<file path="src/rtl/seg_pkg.sv">
// Shared types and helpers for the 7-segment scan controller.
// Holds FSM states, BCD digit type, blank code and saturation limit.
package seg_pkg;

    typedef enum logic [1:0] {
        IDLE,
        CONV,
        COMMIT
    } state_t;

    typedef logic [3:0] bcd_digit_t;

    localparam bcd_digit_t BLANK_CODE = 4'hF;

    // Largest value representable in n decimal digits (10^n - 1).
    function automatic int unsigned max_dec(input int unsigned n);
        int unsigned r;
        r = 1;
        for (int unsigned i = 0; i < n; i++) begin
            r = r * 10;
        end
        return r - 1;
    endfunction

endpackage

</file>
<file path="src/rtl/seg_scan_ctrl_if.sv">
// Value handshake between a numeric producer and the display controller.
// The producer drives value/blanking/valid; the controller answers with ready.
interface seg_scan_ctrl_if #(
    parameter int BIN_W = 14
);
    logic [BIN_W-1:0] bin_in;
    logic             blank_lz;
    logic             bin_valid;
    logic             bin_ready;

    modport master (
        output bin_in,
        output blank_lz,
        output bin_valid,
        input  bin_ready
    );

    modport slave (
        input  bin_in,
        input  blank_lz,
        input  bin_valid,
        output bin_ready
    );
endinterface

</file>
<file path="src/rtl/bcd27s.sv">
// BCD digit to active-low 7-segment glyph {g,f,e,d,c,b,a}.
// Codes 10..15 (including the blank code) turn every segment off.
module bcd27s
    import seg_pkg::*;
(
    input  bcd_digit_t  d,
    output logic [6:0]  seg
);

    // Glyph lookup; anything that is not a decimal digit is dark.
    always_comb begin
        seg = 7'h7F;
        unique case (d)
            4'd0:    seg = 7'b1000000;
            4'd1:    seg = 7'b1111001;
            4'd2:    seg = 7'b0100100;
            4'd3:    seg = 7'b0110000;
            4'd4:    seg = 7'b0011001;
            4'd5:    seg = 7'b0010010;
            4'd6:    seg = 7'b0000010;
            4'd7:    seg = 7'b1111000;
            4'd8:    seg = 7'b0000000;
            4'd9:    seg = 7'b0010000;
            default: seg = 7'h7F;
        endcase
    end

endmodule

</file>
<file path="src/rtl/bin2bcd_dd.sv">
// Iterative double-dabble: one add-3/shift step per enabled cycle.
// done is high during the final step so the caller can move on.
module bin2bcd_dd
    import seg_pkg::*;
#(
    parameter int BIN_W    = 14,
    parameter int N_DIGITS = 4
) (
    input  logic                  clk,
    input  logic                  rst,
    input  logic                  load,
    input  logic [BIN_W-1:0]      din,
    input  logic                  step,
    output logic [4*N_DIGITS-1:0] bcd,
    output logic                  done
);

    localparam int CW = $clog2(BIN_W + 1);

    logic [BIN_W-1:0]      sh_bin;
    logic [4*N_DIGITS-1:0] sh_bcd;
    logic [4*N_DIGITS-1:0] adj;
    logic [CW-1:0]         cnt;

    // Add 3 to every nibble of 5 or more ahead of the shift.
    always_comb begin
        adj = sh_bcd;
        for (int i = 0; i < N_DIGITS; i++) begin
            if (sh_bcd[4*i +: 4] >= 4'd5) begin
                adj[4*i +: 4] = sh_bcd[4*i +: 4] + 4'd3;
            end
        end
    end

    // Shift register and remaining-step counter.
    always_ff @(posedge clk) begin
        if (rst) begin
            sh_bin <= '0;
            sh_bcd <= '0;
            cnt    <= '0;
        end else if (load) begin
            sh_bin <= din;
            sh_bcd <= '0;
            cnt    <= CW'(BIN_W);
        end else if (step && cnt != '0) begin
            {sh_bcd, sh_bin} <= {adj, sh_bin} << 1;
            cnt              <= cnt - 1'b1;
        end
    end

    assign bcd  = sh_bcd;
    assign done = step && (cnt == CW'(1));

endmodule

</file>
<file path="src/rtl/seg_scan_ctrl.sv">
// Binary-to-display controller: converts values to BCD and scans them
// onto a common-anode 7-segment display through one shared decoder.
module seg_scan_ctrl
    import seg_pkg::*;
#(
    parameter int N_DIGITS = 4,
    parameter int BIN_W    = 14,
    parameter int SCAN_DIV = 50000
) (
    input  logic                clk,
    input  logic                rst,
    seg_scan_ctrl_if.slave      bus,
    output logic                busy,
    output logic                ovf,
    output logic [6:0]          seg,
    output logic [N_DIGITS-1:0] an
);

    localparam int IW = (N_DIGITS > 1) ? $clog2(N_DIGITS) : 1;
    localparam int SW = $clog2(SCAN_DIV);
    localparam logic [BIN_W-1:0] LIMIT = BIN_W'(max_dec(N_DIGITS));

    state_t                state;
    state_t                nxt;
    logic                  load;
    logic                  step;
    logic                  commit;
    logic                  done;
    logic                  sat;
    logic [BIN_W-1:0]      din;
    logic [4*N_DIGITS-1:0] bcd;
    logic                  ovf_pend;
    logic                  blk;
    bcd_digit_t            shown [N_DIGITS];
    bcd_digit_t            disp  [N_DIGITS];
    logic                  seen;
    logic [SW-1:0]         scnt;
    logic [IW-1:0]         idx;
    logic [6:0]            dec_seg;

    assign bus.bin_ready = (state == IDLE) && !rst;
    assign busy          = !bus.bin_ready;
    assign sat           = bus.bin_in > LIMIT;
    assign din           = sat ? LIMIT : bus.bin_in;

    // FSM state register.
    always_ff @(posedge clk) begin
        if (rst) state <= IDLE;
        else     state <= nxt;
    end

    // Next state and per-state strobes.
    always_comb begin
        nxt    = state;
        load   = 1'b0;
        step   = 1'b0;
        commit = 1'b0;
        unique case (state)
            IDLE: begin
                if (bus.bin_valid && bus.bin_ready) begin
                    load = 1'b1;
                    nxt  = CONV;
                end
            end
            CONV: begin
                step = 1'b1;
                if (done) nxt = COMMIT;
            end
            COMMIT: begin
                commit = 1'b1;
                nxt    = IDLE;
            end
            default: nxt = IDLE;
        endcase
    end

    bin2bcd_dd #(
        .BIN_W    (BIN_W),
        .N_DIGITS (N_DIGITS)
    ) u_dd (
        .clk  (clk),
        .rst  (rst),
        .load (load),
        .din  (din),
        .step (step),
        .bcd  (bcd),
        .done (done)
    );

    // Capture per-value flags at transfer; publish overflow at commit.
    always_ff @(posedge clk) begin
        if (rst) begin
            ovf_pend <= 1'b0;
            blk      <= 1'b0;
            ovf      <= 1'b0;
        end else begin
            if (load) begin
                ovf_pend <= sat;
                blk      <= bus.blank_lz;
            end
            if (commit) ovf <= ovf_pend;
        end
    end

    // Blank zeros above the top nonzero digit; digit 0 always shows.
    always_comb begin
        seen  = 1'b0;
        shown = '{default: BLANK_CODE};
        for (int i = N_DIGITS - 1; i >= 0; i--) begin
            if (bcd[4*i +: 4] != 4'd0) seen = 1'b1;
            if (blk && !seen && i != 0) shown[i] = BLANK_CODE;
            else                        shown[i] = bcd[4*i +: 4];
        end
    end

    // Display registers, refreshed only at commit.
    always_ff @(posedge clk) begin
        if (rst)         disp <= '{default: BLANK_CODE};
        else if (commit) disp <= shown;
    end

    bcd27s u_dec (
        .d   (disp[idx]),
        .seg (dec_seg)
    );

    // Free-running scanner; seg and an are registered from the same idx.
    always_ff @(posedge clk) begin
        if (rst) begin
            scnt <= '0;
            idx  <= '0;
            seg  <= 7'h7F;
            an   <= '1;
        end else begin
            seg <= dec_seg;
            an  <= ~(N_DIGITS'(1) << idx);
            if (scnt == SW'(SCAN_DIV - 1)) begin
                scnt <= '0;
                idx  <= (idx == IW'(N_DIGITS - 1)) ? '0 : idx + 1'b1;
            end else begin
                scnt <= scnt + 1'b1;
            end
        end
    end

endmodule
</file>
<file path="src/flat_wrapper.sv">
// flat-port wrapper written by rule: the top's interface ports become plain ports
module seg_scan_ctrl_flat import seg_pkg::*;
#(
    parameter int N_DIGITS = 4,
    parameter int BIN_W    = 14,
    parameter int SCAN_DIV = 50000
)
  (clk, rst, busy, ovf, seg, an, bus_bin_in, bus_blank_lz, bus_bin_valid, bus_bin_ready);
  seg_scan_ctrl_if #(.BIN_W(BIN_W)) bus_i ();
  input  logic clk;
  input  logic rst;
  output logic busy;
  output logic ovf;
  output logic [6:0] seg;
  output logic [N_DIGITS-1:0] an;
  input wire logic [$bits(bus_i.bin_in)-1:0] bus_bin_in;
  input wire logic [$bits(bus_i.blank_lz)-1:0] bus_blank_lz;
  input wire logic [$bits(bus_i.bin_valid)-1:0] bus_bin_valid;
  output wire logic [$bits(bus_i.bin_ready)-1:0] bus_bin_ready;
  assign bus_i.bin_in = bus_bin_in;
  assign bus_i.blank_lz = bus_blank_lz;
  assign bus_i.bin_valid = bus_bin_valid;
  assign bus_bin_ready = bus_i.bin_ready;
  seg_scan_ctrl #(.N_DIGITS(N_DIGITS), .BIN_W(BIN_W), .SCAN_DIV(SCAN_DIV)) u_core (.clk(clk), .rst(rst), .bus(bus_i), .busy(busy), .ovf(ovf), .seg(seg), .an(an));
endmodule
</file>
<file path="config.mk">
export PLATFORM = sky130hd
export DESIGN_NAME = seg_scan_ctrl_flat
export DESIGN_NICKNAME = d
export VERILOG_FILES = /design/src/rtl/seg_pkg.sv /design/src/rtl/seg_scan_ctrl_if.sv /design/src/rtl/bcd27s.sv /design/src/rtl/bin2bcd_dd.sv /design/src/rtl/seg_scan_ctrl.sv /design/src/flat_wrapper.sv
export SDC_FILE = /design/constraint.sdc
export NUM_CORES = 1
export LEC_CHECK = 0
export CORE_UTILIZATION = 46
export DETAILED_ROUTE_END_ITERATION = 8
export GPL_TIMING_DRIVEN = 0
export PLACE_DENSITY_LB_ADDON = 0.3
export SYNTH_ARGS = -nofsm -noshare
export SYNTH_HDL_FRONTEND = slang
export SYNTH_SLANG_ARGS = --single-unit
</file>
<file path="constraint.sdc">
create_clock -name clk -period 2 [get_ports clk]
set_input_delay 0.6 -clock clk [delete_from_list [all_inputs] [get_ports clk]]
set_output_delay 0.6 -clock clk [all_outputs]
set_load 0.02 [all_outputs]
</file>
# Yosys cells after proc, flatten, opt, wreduce, memory -nomap -nowiden

Memories as Yosys holds them, arrays and structs flattened. A register that Yosys moved wholly into a read port is not among the register bits.
Index checks and enable logic that the tools add are counted.

Order comparisons: 6
Add/subtract/negate cells: 7
Eq/ne operators: 7
Reductions and logical operators: 21
Mux-type cells: 26
Shifts and indexed selects: 1
Bitwise gates (word level): 2

Operators with widths:

| operator                                                                             | number |
|---|---|
| 14-bit 2-to-1 mux                                                                    | 3 |
| 4-bit 2-to-1 mux                                                                     | 10 |
| 16-bit by 1-bit adder with 16-bit output (second input constant)                     | 1 |
| 16-bit == test (second input constant)                                               | 1 |
| 4-bit by 3-bit greater-or-equal comparator with 1-bit output (second input constant) | 4 |
| 4-bit nonzero test                                                                   | 4 |
| 14-bit greater-than comparator (second input constant)                               | 1 |
| 4-bit by 2-bit adder with 4-bit output (second input constant)                       | 3 |
| 4-bit binary-select mux with 2-bit select                                            | 1 |
| 1-bit logical AND                                                                    | 7 |
| 1-bit 2-to-1 mux                                                                     | 7 |
| 2-bit 2-to-1 mux                                                                     | 3 |
| 1-bit zero test                                                                      | 5 |
| 2-bit == test (second input constant)                                                | 2 |
| 4-bit by 1-bit == test with 1-bit output (second input constant)                     | 1 |
| 4-bit inverter                                                                       | 1 |
| 2-bit case mux with 2 select lines                                                   | 1 |
| 2-bit OR reduction                                                                   | 2 |
| 1-bit by 2-bit left shift with 4-bit output (first input constant)                   | 1 |
| 4-bit by 1-bit subtractor with 4-bit output (second input constant)                  | 1 |
| 3-bit by 2-bit adder with 3-bit output (second input constant)                       | 1 |
| 3-bit greater-or-equal comparator (second input constant)                            | 1 |
| 3-bit 2-to-1 mux                                                                     | 1 |
| 2-bit inverter with 3-bit output                                                     | 1 |
| other kinds (7)                                                                      | 7 |

Memories: 1
Flip-flop bits (word level): 77
Memory bits (read-only): 112
Output and inout bits: 14
Input bits: 18

Memory list:

| memory          | words | bits a word | read ports | clocked after Yosys merged registers in | wr ports | line         | text |
|---|---|---|---|---|---|---|---|
| (no name shown) | 16    | 7           | 1          | 1                                       | 0        | bcd27s.sv:13 | `unique case (d)` |

# Longest topological paths before layout

Gate-level depths: netlist (run 1).

Depth in word-level cells: 7
Gate-level depth with buffers: 7

# By module

A second synthesis (run 1) with hierarchy kept.

Cells, all modules: 490
Area total of the unflattened synthesis: 4255.3 µm²

By module, submodules not included:

| module        | cells an instance | times used | area an instance (µm²) |
|---|---|---|---|
| seg_scan_ctrl | 243               | 1          | 2217.1 |
| bin2bcd_dd    | 214               | 1          | 1828.0 |
| bcd27s        | 33                | 1          | 210.2 |

# Worst setup path before layout (run 1)

No wires, ideal clock.

Path type: input port to output port
Start point: input port rst
End point: output port busy
Stages: 3
Path slack: 0.045 ns
Required time: 1.400 ns
Data arrival time: 1.355 ns
Path through: buf_2 nor3_2 inv_1

Cells in the longest elaborated chain, start to end: 3

Ends and longest elaborated chain:

| what                    | line                | text |
|---|---|---|
| from (decl)             | flat_wrapper.sv:11  | `input logic rst;` |
| 1-bit zero test         | seg_scan_ctrl.sv:41 | `assign bus.bin_ready = (state == IDLE) && !rst;` |
| 1-bit logical AND       | seg_scan_ctrl.sv:41 |  |
| named net bus_bin_ready | flat_wrapper.sv:19  | `output wire logic [$bits(bus_i.bin_ready)-1:0] bus_bin_ready;` |
| 1-bit zero test         | seg_scan_ctrl.sv:42 | `assign busy = !bus.bin_ready;` |
| to (decl)               | flat_wrapper.sv:12  | `output logic busy;` |

The timed path passes the listed nets, and every way through them passes these cells.

# Worst setup path after layout (run 1)

Start point: input port rst
End point: output port busy

Cells in the longest elaborated chain, start to end: 3

Ends and longest elaborated chain:

| what              | line |
|---|---|
| 1-bit zero test   | seg_scan_ctrl.sv:41 |
| 1-bit logical AND | seg_scan_ctrl.sv:41 |
| 1-bit zero test   | seg_scan_ctrl.sv:42 |

No other way between the ends.

==> results.yml, run 1 <==
run_status:
  status: "finished clean"
synthesis:
  synth.most_common_cell: "dfxtp_1"
  synth_nets: 504
  async_flop_share_pct: 0
  synth_largest_area_cell: "dfxtp_1"
  ys_seq_elements: 84
  yosysTopAreaCellShare_pct: 42.4
  yosysWarnings: 0
  yosys-top-cells-area: "dfxtp_1, ha_1, nand2_1, nor2_1, o21ai_0"
  yosysSeqAreaShare_pct: 42.4
  synth.distinct_cells: 47
  syn_area_mm2: 0.00396
  synthFlopType: "dfxtp_1"
  syn_inst: 463
  syn_avg_cell_area_um2: 8.56
  synth-edff-count: 0
  yosys-top-cells-count: "dfxtp_1, nand2_1, nor2_1"
floorplan:
  core_area_mm2: 0.00826
  fp-row-count: 33
  die-area_mm2: 0.00899
  die-width_um: 94.8
  io_pins: 32
  fp.dieH_um: 94.8
  start_util_pct: 48.0
cells_and_area:
  drive_gt1_share_pct: 11.5
  syn2layout_area_growth_pct: 17.4
  nets: 549
  utilization_pct: 56.3
  diodes: 0
detailed_routing:
  drc: 0
  first_pass_iters: 5
  drt-total-wl_um: 8330
  ant_nets: 0
  drt-initial-drc-count: 200
  via_per_inst: 5.31
  vias: 3284
  wl_per_cell_um: 13.5
timing:
  slew_headroom_pct: 62.8
  hold_violations: 0
  setup_tns_ns: 0
  worst_slack_ns: 0.0630
  worst_pin_slew_ns: 0.558
  period_share_pct: 96.8
  finClkSkew_ns: 0.00478
  min_period_ns: 1.94
  setup_viol: 0
  rsz0062_at_grt: "false"
  maxSlewViolCount: 0
  fmax_mhz: 516
critical_path:
  cp_data_arrival_time_ns: 1.34
  critical_path.slowest_cell: "clkdlybuf4s15_1"
  slowest_delay_ns: 0.28
  setup.worst_path.class: "input pin to output pin"
  crit_fanout: 9
  path_cells: "buf_2, nor3_4, inv_1, clkdlybuf4s15_1"
  cp_data_required_time_ns: 1.40
  start_kind: "input pin"
  end_kind: "output pin"
grt:
  busiest_layer: "met2"
  met1_usage_pct: 24.8
  grt_use_total_pct: 19.8
  grtUsageMet2_pct: 32.6
  grt_pass1_vias: 3024
  antenna_found_initial: 0
  grt_max_degree: 17
  grt_pass1_wl_um: 13700
  grt_util_met3_pct: 5.15
  overflow: 0
clock_tree:
  cts_tree: "built"
  cts.clk_slew.worst_paths_ns: 0.09
  postCtsHoldBufs: 0
  cts-root-buf: "clkbuf_8"
  cts_sinks: 84
  cts_htree_levels: 3
  clockBufferDepth: 2
  cts_inserted_buffers: 9
  insertion_delay_ns: 0.36
pwr:
  total_power_mw: 3.58
  p_per_area_mw_per_mm2: 770
  p_leak_nw: 1.78
  vdd_drop_max_mv: 0.528
place:
  gp_congestion: 0.798
  hpwl_um: 6020
  place_ws_ns: -0.395
  io_buffers: 30
min_path:
  min_path_type: "register to register"
flow_run:
  drv_cap: 0
placed cells by master (no fill, tap or decap), types with 2 or more instances in the layout:
cell             count
nand3_2              2
xor2_1               9
dfxtp_1             83
clkdlybuf4s15_1      2
inv_6                3
buf_6                4
inv_1               19
nand3_1             17
buf_4                7
buf_2                8
xnor2_1             16
nand2b_1             4
ha_1                23
and3_2               2
nand2_1             67
clkdlybuf4s50_1     28
a21oi_1             33
mux2i_1              6
clkinvlp_4           2
nand4_1              5
o22ai_1              8
and2_1               4
nor2_2               3
nor4_2               2
mux4_2               4
clkbuf_1             5
o21ai_0             32
nor4_1               2
o211ai_1             2
nor3_1              14
a21o_1               5
clkbuf_8             9
nand2_2              2
nor2_1              53
a211oi_1             6
report_power, final:
| part | switching (mW) | internal [mW] | total (mW) | leakage [nW] |
|---|---|---|---|---|
| Sequential | 0.0648 | 1.75 | 1.82 | 0.683 |
| Combinational | 0.299 | 0.209 | 0.508 | 1.00 |
| Clock | 0.660 | 0.599 | 1.26 | 0.0988 |
sequential cells by signal (all words and copies together), names as in the netlist:
| signal | cells |
|---|---|
| u_core.seg | 7 |
| u_core.ovf_pend | 1 |
| u_core.blk | 1 |
| u_core.ovf | 1 |
| u_core.disp | 16 |
| u_core.state | 2 |
| u_core.u_dd.sh_bin | 14 |
| u_core.scnt | 16 |
| u_core.u_dd.bcd | 16 |
| u_core.u_dd.cnt | 4 |
| u_core.idx | 2 |
| u_core.an | 4 |
kinds of logic after synthesis:
logic type / share of synthesized area (%)
AND/OR/NAND/NOR: 21.8
AO/OA/AOI/OAI: 13.9
flip-flops: 42.4
buffers and inverters: 5.02
XOR/XNOR: 5.53
adder cells (fa/ha/maj): 7.26
multiplexers: 4.07
per-layer routing:
layer  up-vias  part of all wire (%)
li1       1664                     -
met1      1557                    47
met5         -                     0
met3         8                   4.0
met2        55                    48
met4         0                  0.97
worst max-delay path, delay by kind of cell:
family                 cells  cell delay, ns
AND/OR/NAND/NOR            1            0.22
buffers and inverters      3            0.51
final timing paths:
check	from	to	slack, ns	cells after the start
max	rst	busy	0.06	4
min	u_core.u_dd.sh_bin[13]	u_core.u_dd.bcd[0]	0.46	2
max reg2reg	u_core.idx[0]	u_core.seg[4]	0.15	7
min reg2reg	u_core.u_dd.sh_bin[13]	u_core.u_dd.bcd[0]	0.46	2
layout make-up:
| type | instances | area, µm² |
|---|---|---|
| clock inverters | 7 | 82.6 |
| fillers | 775 | 3600 |
| clock buffers | 9 | 124 |
| multi-input cells | 339 | 2100 |
| plain buffers | 20 | 126 |
| inverters | 20 | 75.1 |
| well taps | 105 | 131 |
| flip-flops and latches | 84 | 1680 |
| repair buffers | 34 | 330 |
per-stage QoR:
stage | std cells | area (µm²) | hold slack [ns]
final | 618 | 4650 | 0.460
after global routing | 618 | 4650 | 0.482
after CTS | 614 | 4610 | 0.463
after detailed placement | 598 | 4390 | 0.446
after global placement | 598 | 4390 | 0.443
after floorplan | 463 | 3960 | 0.430
timing repair:
action,CTS,global route
endpoints found under the setup margin,3,12
pin swaps,0,1
gates resized for setup,5,8
buffers inserted,0,4
gates cloned,0,0
(Power assumes the default switching activity.)
==> inputs of run 2 (changes only) <==
CORE_UTILIZATION = 58   (was 46)
==> results.yml, run 2 (synthesis results as in run 1) <==
grt:
  antenna_found_initial: 0
  grt_max_degree: 15
  grt_pass1_wl_um: 14700
  overflow: 0
  grt_use_total_pct: 25.6
  grt_pass1_vias: 3195
pwr:
  p_clk_share_pct: 35.1
  p_per_area_mw_per_mm2: 776
  vdd_drop_max_mv: 0.583
  power_frac_comb_pct: 14.1
  p_int_mw: 2.61
  p_sw_mw: 0.959
  switching_share_pct: 26.8
  power_frac_seq_pct: 50.8
  p_leak_nw: 1.78
critical_path:
  path_depth: 4
  crit_fanout: 9
  end_kind: "output pin"
  path_cells: "buf_2, nor3_4, inv_1, clkdlybuf4s15_1"
  r2r-start: "u_core.idx[0]"
  slowest_delay_ns: 0.28
  setup.worst_path.class: "input pin to output pin"
  worstRegToRegCells: 6
  start_kind: "input pin"
  cp_data_required_time_ns: 1.40
  cp_data_arrival_time_ns: 1.37
  r2r_setup_slack_ns: 0.09
  critPathBufInv: 3
  critPathTopFamily: "buffers and inverters"
  critical_path.slowest_cell: "clkdlybuf4s15_1"
  r2r-end: "u_core.seg[5]"
detailed_routing:
  ant_nets: 0
  via_per_inst: 5.69
  drc: 4
  vias: 3352
  drt-total-wl_um: 8380
  drt-initial-drc-count: 202
  first_pass_iters: 9
  wl_per_cell_um: 14.2
clock_tree:
  clockBufferDepth: 2
  cts.clk_slew.worst_paths_ns: 0.08
  insertion_delay_ns: 0.36
  cts_inserted_buffers: 9
  postCtsHoldBufs: 0
  cts-root-buf: "clkbuf_8"
  cts_htree_levels: 3
  cts_tree: "built"
  cts_sinks: 84
floorplan:
  start_util_pct: 61.4
  die-area_mm2: 0.00717
  die-width_um: 84.7
  io_pins: 32
  core_area_mm2: 0.00646
  fp.dieH_um: 84.7
  fp-row-count: 29
place:
  dp.cells: 570
  io_buffers: 30
  hpwl_um: 5980
  dpl_cell_area_mm2: 0.00436
  gp_congestion: 0.831
cells_and_area:
  utilization_pct: 71.3
  nets: 548
  final_common_cell: "dfxtp_1"
  final_cell_count_no_fill: 589
  diodes: 0
  final_cell_area_mm2: 0.00461
  final_cell_mix: "dfxtp_1, nand2_1, nor2_1, a21oi_1, o21ai_0"
  syn2layout_area_growth_pct: 16.3
  fill_cells: 492
  drive_gt1_share_pct: 10.9
timing:
  rsz0062_at_grt: "true"
  maxSlewViolCount: 0
  min_period_ns: 1.97
  setup_viol: 0
  worst_pin_slew_ns: 0.567
  finClkSkew_ns: 0.0107
  fmax_mhz: 508
  period_share_pct: 98.3
  slew_headroom_pct: 62.2
  hold_violations: 0
min_path:
  min_from: "u_core.ovf_pend"
  holdPathStages: 2
  min_path_type: "register to register"
  whs_endpoint: "u_core.ovf_pend"
run_status:
  status: "complete, but fails checks"
  violations: "design-rule violations"
flow_run:
  drv_cap: 0
[run 2: cell types whose count changed in the layout (fill, tap and decap cells not counted), sizes merged]
cell	delta
buf	-1
clkbuf	+3
clkinvlp	-1
inv	-2
[run 2: per-stage QoR]
stage	total power, mW	worst slack, ns	hold slack, ns	setup TNS, ns
detailed placement	2.34	-0.384	0.452	-3.77
CTS	3.58	0.00900	0.462	0
finish	3.57	0.0333	0.462	0
global placement	2.33	-0.283	0.442	-2.71
global route	3.72	-0.0467	0.480	-0.0467
floorplan	2.19	0.0446	0.430	0
[run 2: power groups by stage]
stage               combinational (mW)  clock, mW  sequential [mW]
global route                     0.559       1.34             1.82
finish                           0.503       1.26             1.81
CTS                              0.493       1.27             1.81
detailed placement               0.491          0             1.85
global placement                 0.478          0             1.85
floorplan                        0.352          0             1.84
[run 2: layer usage]
layer  routed length [µm]  part of all wire, %  global-route usage [%]  vias up
met1                 3740                   45                    33.0     1598
met3                  468                  5.6                    7.18        9
li1                     -                    -                       -     1664
met4                   81                 0.97                    6.01        0
met5                    0                    0                       0        -
met2                 4090                   49                    42.9       81
[run 2: how the worst max path moves through the flow]
stage / from / end
after CTS: bus_bin_in[13] / u_core.u_dd.sh_bin[8]
final: rst / busy
after floorplan: rst / busy
after global placement: bus_bin_in[13] / u_core.u_dd.sh_bin[8]
after detailed placement: bus_bin_in[13] / u_core.u_dd.sh_bin[8]
after global routing: u_core.idx[0] / u_core.seg[5]
[run 2: repair_timing]
item / in CTS / in global routing
resized for setup: 4 / 10
setup buffers: 1 / 2
setup endpoints to repair: 3 / 22
pin swaps: 0 / 1
[run 2: worst reg2reg max path: cells and delay by family (launching register included)]
kind / cells / cell delay (ns)
flops: 1 / 0.38
mux: 1 / 0.55
compound gates: 2 / 0.28
buf+inv: 2 / 0.37
fa+ha+maj: 1 / 0.21
[run 2: layout make-up]
type	instances	area, µm²	share of cell area (%)
multi-input cells	339	2090	45.4
flip-flops and latches	84	1680	36.5
repair buffers	33	323	7.01
clock buffers	12	155	3.37
plain buffers	20	126	2.74
well taps	77	96.3	2.09
inverters	20	75.1	1.63
clock inverters	4	55.1	1.20
